File: config.mk
export PLATFORM = sky130hd
export DESIGN_NAME = alu_exec_unit_flat
export DESIGN_NICKNAME = d
export VERILOG_FILES = /design/src/rtl/alu_exec_unit_if.sv /design/src/rtl/alu_exec_unit.sv /design/src/flat_wrapper.sv
export SDC_FILE = /design/constraint.sdc
export NUM_CORES = 1
export LEC_CHECK = 0
export CAP_MARGIN = 20
export CORE_MARGIN = 3
export CORE_UTILIZATION = 30
export DETAILED_ROUTE_END_ITERATION = 16
export GPL_ROUTABILITY_DRIVEN = 1
export PLACE_DENSITY_LB_ADDON = 0.1
export SYNTH_ARGS = -nofsm -noshare
export SYNTH_HDL_FRONTEND = slang
export SYNTH_SLANG_ARGS = --single-unit
File: constraint.sdc
create_clock -name clk -period 5.7 [get_ports clk]
set_input_delay 0.57 -clock clk [delete_from_list [all_inputs] [get_ports clk]]
set_output_delay 0.57 -clock clk [all_outputs]
set_load 0.1 [all_outputs]
File: src/rtl/alu_exec_unit_if.sv
// Operation/result bus for alu_exec_unit: operand offer, registered result and status.
// The unit is the slave; the register-read/writeback side is the master.
interface alu_exec_unit_if #(
  parameter int XLEN = 32
) ();
  // Both directions use valid/ready: a transfer happens on the rising edge
  // where valid && ready. A producer holds its payload while valid && !ready.
  logic            in_valid;
  logic            in_ready;
  logic [1:0]      alu_op;
  logic [2:0]      funct3;
  logic [6:0]      funct7;
  logic            op5;
  logic [XLEN-1:0] src_a;
  logic [XLEN-1:0] src_b;
  logic            out_valid;
  logic            out_ready;
  logic [XLEN-1:0] result;
  logic            zero;
  logic            busy;
  logic            dbg_state;

  modport slave (
    input  in_valid, alu_op, funct3, funct7, op5, src_a, src_b, out_ready,
    output in_ready, out_valid, result, zero, busy, dbg_state
  );

  modport master (
    output in_valid, alu_op, funct3, funct7, op5, src_a, src_b, out_ready,
    input  in_ready, out_valid, result, zero, busy, dbg_state
  );
endinterface

File: src/rtl/alu_exec_unit.sv
// RV32I ALU execute stage with one-entry registered result and valid/ready handshake.
// Define RV_MUL_EN to build the iterative MUL/MULHU path (shift-add, XLEN+1 cycle latency).
module alu_exec_unit #(
  parameter int XLEN = 32
) (
  input logic             clk,
  input logic             rst,
  alu_exec_unit_if.slave  bus
);
  localparam int SHW = $clog2(XLEN);

  typedef enum logic [0:0] {IDLE = 1'b0, MUL = 1'b1} state_t;

  typedef enum logic [3:0] {
    OP_ADD, OP_SUB, OP_SLL, OP_SLT, OP_SLTU, OP_XOR, OP_SRL,
    OP_SRA, OP_OR, OP_AND, OP_ZERO, OP_MUL, OP_MULHU
  } op_t;

  state_t          state;
  op_t             op;
  logic            m_sel;
  logic            accept;
  logic            in_ready_c;
  logic [SHW-1:0]  shamt;
  logic [XLEN-1:0] alu_res;
  logic [XLEN-1:0] result_q;
  logic            zero_q;
  logic            out_valid_q;

  assign shamt      = bus.src_b[SHW-1:0];
  assign in_ready_c = (state == IDLE) && (!out_valid_q || bus.out_ready);
  assign accept     = bus.in_valid && in_ready_c;

`ifdef RV_MUL_EN
  assign m_sel = (bus.alu_op == 2'b10) && bus.op5 && (bus.funct7 == 7'b0000001);
`else
  // Without the M path, funct7=0000001 is just a base encoding with funct7[5]=0.
  assign m_sel = 1'b0;
  logic unused_funct7;
  assign unused_funct7 = ^{bus.funct7[6], bus.funct7[4:0]};
`endif

  // Operation decode
  always_comb begin
    op = OP_ADD;
    case (bus.alu_op)
      2'b01: op = OP_SUB;
      2'b10: begin
        if (m_sel) begin
          case (bus.funct3)
            3'b000:  op = OP_MUL;
            3'b011:  op = OP_MULHU;
            default: op = OP_ZERO;
          endcase
        end else begin
          case (bus.funct3)
            3'b000:  op = (bus.op5 && bus.funct7[5]) ? OP_SUB : OP_ADD;
            3'b001:  op = OP_SLL;
            3'b010:  op = OP_SLT;
            3'b011:  op = OP_SLTU;
            3'b100:  op = OP_XOR;
            3'b101:  op = bus.funct7[5] ? OP_SRA : OP_SRL;
            3'b110:  op = OP_OR;
            default: op = OP_AND;
          endcase
        end
      end
      default: op = OP_ADD;
    endcase
  end

  // Single-cycle datapath
  always_comb begin
    alu_res = '0;
    case (op)
      OP_ADD:  alu_res = bus.src_a + bus.src_b;
      OP_SUB:  alu_res = bus.src_a - bus.src_b;
      OP_SLL:  alu_res = bus.src_a << shamt;
      OP_SLT:  alu_res = {{(XLEN-1){1'b0}}, ($signed(bus.src_a) < $signed(bus.src_b))};
      OP_SLTU: alu_res = {{(XLEN-1){1'b0}}, (bus.src_a < bus.src_b)};
      OP_XOR:  alu_res = bus.src_a ^ bus.src_b;
      OP_SRL:  alu_res = bus.src_a >> shamt;
      OP_SRA:  alu_res = $unsigned($signed(bus.src_a) >>> shamt);
      OP_OR:   alu_res = bus.src_a | bus.src_b;
      OP_AND:  alu_res = bus.src_a & bus.src_b;
      default: alu_res = '0;
    endcase
  end

`ifdef RV_MUL_EN
  localparam logic [SHW-1:0] LAST = SHW'(XLEN - 1);

  state_t            state_d;
  logic              is_mul;
  logic              mul_done;
  logic [SHW-1:0]    cnt_q;
  logic [2*XLEN-1:0] acc_q;
  logic [2*XLEN-1:0] acc_nxt;
  logic [XLEN:0]     psum;
  logic [XLEN-1:0]   mcand_q;
  logic              mhi_q;
  logic [XLEN-1:0]   mul_res;

  assign is_mul   = (op == OP_MUL) || (op == OP_MULHU);
  assign mul_done = (state == MUL) && (cnt_q == LAST);

  // Upper half accumulates the multiplicand when the current multiplier bit
  // (acc[0]) is set; the whole accumulator then shifts right by one.
  assign psum    = {1'b0, acc_q[2*XLEN-1:XLEN]} + (acc_q[0] ? {1'b0, mcand_q} : '0);
  assign acc_nxt = {psum, acc_q[XLEN-1:1]};
  assign mul_res = mhi_q ? acc_nxt[2*XLEN-1:XLEN] : acc_nxt[XLEN-1:0];

  always_ff @(posedge clk or negedge rst) begin
    if (!rst) state <= IDLE;
    else      state <= state_d;
  end

  always_comb begin
    state_d = state;
    case (state)
      IDLE:    if (accept && is_mul) state_d = MUL;
      MUL:     if (cnt_q == LAST)    state_d = IDLE;
      default: state_d = IDLE;
    endcase
  end

  always_ff @(posedge clk or negedge rst) begin
    if (!rst) begin
      cnt_q   <= '0;
      acc_q   <= '0;
      mcand_q <= '0;
      mhi_q   <= 1'b0;
    end else if (accept && is_mul) begin
      cnt_q   <= '0;
      acc_q   <= {{XLEN{1'b0}}, bus.src_b};
      mcand_q <= bus.src_a;
      mhi_q   <= (op == OP_MULHU);
    end else if (state == MUL) begin
      cnt_q   <= cnt_q + 1'b1;
      acc_q   <= acc_nxt;
    end
  end
`else
  logic            is_mul;
  logic            mul_done;
  logic [XLEN-1:0] mul_res;

  assign state    = IDLE;
  assign is_mul   = 1'b0;
  assign mul_done = 1'b0;
  assign mul_res  = '0;
`endif

  // Result register: loads on a single-cycle accept or on multiply completion,
  // otherwise holds; out_valid drops on a drain that is not refilled.
  always_ff @(posedge clk or negedge rst) begin
    if (!rst) begin
      out_valid_q <= 1'b0;
      result_q    <= '0;
      zero_q      <= 1'b0;
    end else begin
      if (out_valid_q && bus.out_ready) out_valid_q <= 1'b0;
      if (accept && !is_mul) begin
        out_valid_q <= 1'b1;
        result_q    <= alu_res;
        zero_q      <= (alu_res == '0);
      end else if (mul_done) begin
        out_valid_q <= 1'b1;
        result_q    <= mul_res;
        zero_q      <= (mul_res == '0);
      end
    end
  end

  assign bus.in_ready  = in_ready_c;
  assign bus.out_valid = out_valid_q;
  assign bus.result    = result_q;
  assign bus.zero      = zero_q;
  assign bus.busy      = (state == MUL);
  assign bus.dbg_state = state;
endmodule

File: src/flat_wrapper.sv
// flat-port wrapper written by rule: the top's interface ports become plain ports
module alu_exec_unit_flat 
#(
  parameter int XLEN = 32
)
  (clk, rst, bus_in_valid, bus_alu_op, bus_funct3, bus_funct7, bus_op5, bus_src_a, bus_src_b, bus_out_ready, bus_in_ready, bus_out_valid, bus_result, bus_zero, bus_busy, bus_dbg_state);
  alu_exec_unit_if #(.XLEN(XLEN)) bus_i ();
  input logic clk;
  input logic rst;
  input wire logic [$bits(bus_i.in_valid)-1:0] bus_in_valid;
  input wire logic [$bits(bus_i.alu_op)-1:0] bus_alu_op;
  input wire logic [$bits(bus_i.funct3)-1:0] bus_funct3;
  input wire logic [$bits(bus_i.funct7)-1:0] bus_funct7;
  input wire logic [$bits(bus_i.op5)-1:0] bus_op5;
  input wire logic [$bits(bus_i.src_a)-1:0] bus_src_a;
  input wire logic [$bits(bus_i.src_b)-1:0] bus_src_b;
  input wire logic [$bits(bus_i.out_ready)-1:0] bus_out_ready;
  output wire logic [$bits(bus_i.in_ready)-1:0] bus_in_ready;
  output wire logic [$bits(bus_i.out_valid)-1:0] bus_out_valid;
  output wire logic [$bits(bus_i.result)-1:0] bus_result;
  output wire logic [$bits(bus_i.zero)-1:0] bus_zero;
  output wire logic [$bits(bus_i.busy)-1:0] bus_busy;
  output wire logic [$bits(bus_i.dbg_state)-1:0] bus_dbg_state;
  assign bus_i.in_valid = bus_in_valid;
  assign bus_i.alu_op = bus_alu_op;
  assign bus_i.funct3 = bus_funct3;
  assign bus_i.funct7 = bus_funct7;
  assign bus_i.op5 = bus_op5;
  assign bus_i.src_a = bus_src_a;
  assign bus_i.src_b = bus_src_b;
  assign bus_i.out_ready = bus_out_ready;
  assign bus_in_ready = bus_i.in_ready;
  assign bus_out_valid = bus_i.out_valid;
  assign bus_result = bus_i.result;
  assign bus_zero = bus_i.zero;
  assign bus_busy = bus_i.busy;
  assign bus_dbg_state = bus_i.dbg_state;
  alu_exec_unit #(.XLEN(XLEN)) u_core (.clk(clk), .rst(rst), .bus(bus_i));
endmodule
==> metrics.md <==
| Metric | Value |
|---|---|
| Slew Limit Fails | 0 |
| Placed cell area | 13,200 µm² |
| Adder-cell share of the synthesized area | 11.4% |
| Die Area | 39,800 µm² |
| Minimum clock period | 5.14 ns |
| Design area | 13,400 µm² |
| First-pass GRT wire length | 88,400 µm |
| DR vias/cell | 6.30 |
| Fin. Hold Viols | 0 |
| DRT Wirelength | 61,000 µm |
| Area Growth Syn to Fin | 18.9% |
| Largest family of logic cells by synthesized area | compound AO/OA/AOI/OAI gates |
| Synth warnings | 0 |
| Gate Count Post-Synth | 1,548 |
| Gpl congestion | 1.02 |
| Max VDD drop | 0.124 mV |
| Critical path endpoint category | flop |
| Layout cells sized above 1 | 14.2% |
| Least-Margin Pin Slew | 1.13 ns |
| Flip-flop and latch area | 851 µm² |
| Status | complete, no violations |
| Share of the synthesized area in the top cell type | 11.0% |
| Post-synthesis xor/xnor area fraction | 1.95% |
| CP Cell Sequence | clkdlybuf4s50_1 -> inv_1 -> ha_1 -> o21ai_0 -> o21ai_0 -> nand3_1 -> a2111oi_2 -> o21ai_0 -> o31ai_1 -> a2111oi_0 -> a2111oi_0 -> buf_4 -> xnor2_1 -> o221ai_1 -> mux2_2 |
| CTS tree | yes |
| Max_slew headroom | 23.9% |
| Hold Path Class | input pin to asynchronous set/reset pin |
| Fmax | 195 MHz |
| Largest net degree at the start of global routing | 85 |
| Nets | 1,844 |
| Clock Skew | 0.00381 ns |
| Met3 Wirelength | 4480 µm |
| DR iter-0 viols | 1,935 |
| Total grt overflow | 0 |
| Number of diodes | 0 |
| RSZ-0062 raised after global routing | false |
| Drt wl/cell | 28.6 µm |
| Seq cells post-synth | 34 |
| R2R Path Start | u_core.bus.out_valid |
| Worst slack, placed | 0.402 ns |
| Mapped cell area | 11,200 µm² |
| CP max stage cell | o31ai_1 |
| DR top layer | met5 |
| Post-route setup TNS | 0 ns |
| Area leader, netlist | ha_1 |
| Final setup vio count | 0 |
| Routed met1 length | 27,500 µm |
| Pwr per Cell Area | 193 nW/µm² |
| Distinct cells, synth | 99 |
| Lkg Pwr | 5.49 nW |
| # rows | 70 |
| DR pass1 iterations | 6 |
| CTS Root Cell | clkbuf_16 |
| Critical path startpoint | bus_src_a[2] |
| CTS Sinks | 34 |
| Die Span Y | 200 µm |
| Final Util | 36.3% |
| CP required | 5.86 ns |
| Num CTS Buffers | 5 |
| Area of the multi-input gates | 9470 µm² |
| Fillers | 3,987 |
| Initial Utilization | 30.5% |
| Top_reg_cell synth | dfrtp_1 |
| Compound-Gate Fraction of Synth Area | 32.7% |
| # DRC | 0 |
| Sequential area share after synthesis | 7.57% |
| Initial antenna violation count | 2 |
| Worst EP arrival | 5.30 ns |
| ANT nets after route | 0 |
| PnR worst setup slack | 0.562 ns |
| Vias in the first global route | 12,500 |
| Final Cycle Share | 90.1% |
| Post-synth ARST share | 100% |
| CTS H-tree lvls | 2 |
| Detailed placement HPWL | 49,400 µm |
| Cell mode on critical path | o21ai_0 |
| Post-synth EDFFs | 0 |
| Post-CTS Repair Setup Buffers | 0 |
| Die W | 200 µm |
| Post-cts resize count | 0 |
| Post-CTS Hold Fix Bufs | 0 |
| Max incr delay on CP | 0.52 ns |
| Crit-path max FO | 11 |
| Syn Area/Cell | 7.26 µm² |
| Max-capacitance violation count | 0 |
| Multiplexer area fraction after synthesis | 17.2% |
| Clock slew at reported path FFs | 0.05 ns |
| Met2 WL post-DR | 26,900 µm |
| IO Count | 118 |
| Port bufs | 109 |
| Clk_lat worst skew | 0.28 ns |
| Core area | 36,800 µm² |
| Post-synthesis simple-gate area fraction | 20.9% |
| Area contributors post-synth | ha_1, dfrtp_1, mux4_2 |
| Via count | 13,400 |
| Worst Setup Start Kind | input pin |
| CP Class | input pin to flop |
| Deepest clock path buffer count | 2 |
| GRT Total Usage | 29.8% |
-- area by class of cell --
type                       count  area share, %
tap                          468           4.38
clock inverter                 1         0.0375
multi-input combinational   1308           70.9
inverter                      91           2.56
sequential                    34           6.37
timing repair buffer         222           14.7
clock buffer                   7           1.07
-- where the power goes --
part	switching [mW]	internal [mW]	leakage (nW)
clock network	0.0945	0.173	0.0739
logic	1.36	0.613	5.00
registers	0.0294	0.305	0.413
-- metal layers --
layer  up-vias  global-route usage [%]
met5         -                       0
met4         4                    8.61
met3       108                    3.14
met2       734                    47.3
met1      6532                    42.9
li1       6048                       -
-- state kept, by name (all words and copies together), names as in the netlist --
signal and count:
u_core.bus.out_valid 1, u_core.bus.result 32, u_core.bus.zero 1
-- layout by cell type (no fill, tap or decap), types with 33 or more instances in the layout --
master and instances:
nand2_1 164, nor2_1 153, a21oi_1 114, buf_4 110
o21ai_0 106, clkdlybuf4s50_1 104, ha_1 99, inv_1 85
mux2i_1 62, nor3_1 39, o211ai_1 37, a211oi_1 34
dfrtp_1 34, mux2_2 33
-- worst max-delay path: cells and delay by family --
family | cells | cell delay [ns]
multiplexers | 1 | 0.38
adder cells (fa/ha/maj) | 1 | 0.49
AND/OR/NAND/NOR | 1 | 0.26
XOR/XNOR | 1 | 0.15
AO/OA/AOI/OAI | 8 | 2.68
buffers and inverters | 3 | 0.76
-- final timing paths --
check	endpoint	slack (ns)	cells past startpoint
hold reg to reg	u_core.bus.result[18]	0.47	2
setup / recovery	u_core.bus.result[27]	0.56	15
max in group asynchronous	u_core.bus.zero	4.85	1
hold / removal	u_core.bus.result[4]	0.36	1
min in group clk	u_core.bus.result[18]	0.47	2
setup reg to reg	u_core.bus.zero	2.71	11
-- synth_stat cells, types with 16 or more instances --
library cell / count
a211oi_1: 34
a21oi_1: 114
a221oi_1: 20
a31oi_1: 21
buf_2: 38
clkbuf_1: 51
dfrtp_1: 34
ha_1: 99
inv_1: 85
mux2_2: 33
mux2i_1: 62
mux4_2: 32
nand2_1: 164
nand2b_1: 19
nand3_1: 32
nor2_1: 154
nor2b_1: 16
nor3_1: 39
o211ai_1: 37
o21ai_0: 106
o31ai_1: 18
xnor2_1: 19
-- through the flow --
step / power (mW) / hold WS [ns] / std cells
2_1_floorplan: 1.63 / 0.274 / 1549
6_report: 2.57 / 0.365 / 2131
4_1_cts: 2.56 / 0.391 / 2131
3_3_place_gp: 2.28 / 0.464 / 2123
3_5_place_dp: 2.28 / 0.470 / 2123
5_1_grt: 2.70 / 0.425 / 2131
-- logic make-up (layout without fill, tap and decap cells) --
family | Yosys count | count (layout)
buf+inv | 207 | 321
xor+xnor | 25 | 25
simple gates | 505 | 505
compound gates | 533 | 533
other cells | 1 | 2
flops | 34 | 34
mux | 142 | 142
fa+ha+maj | 101 | 101
Power figures use the tool's default switching activity.
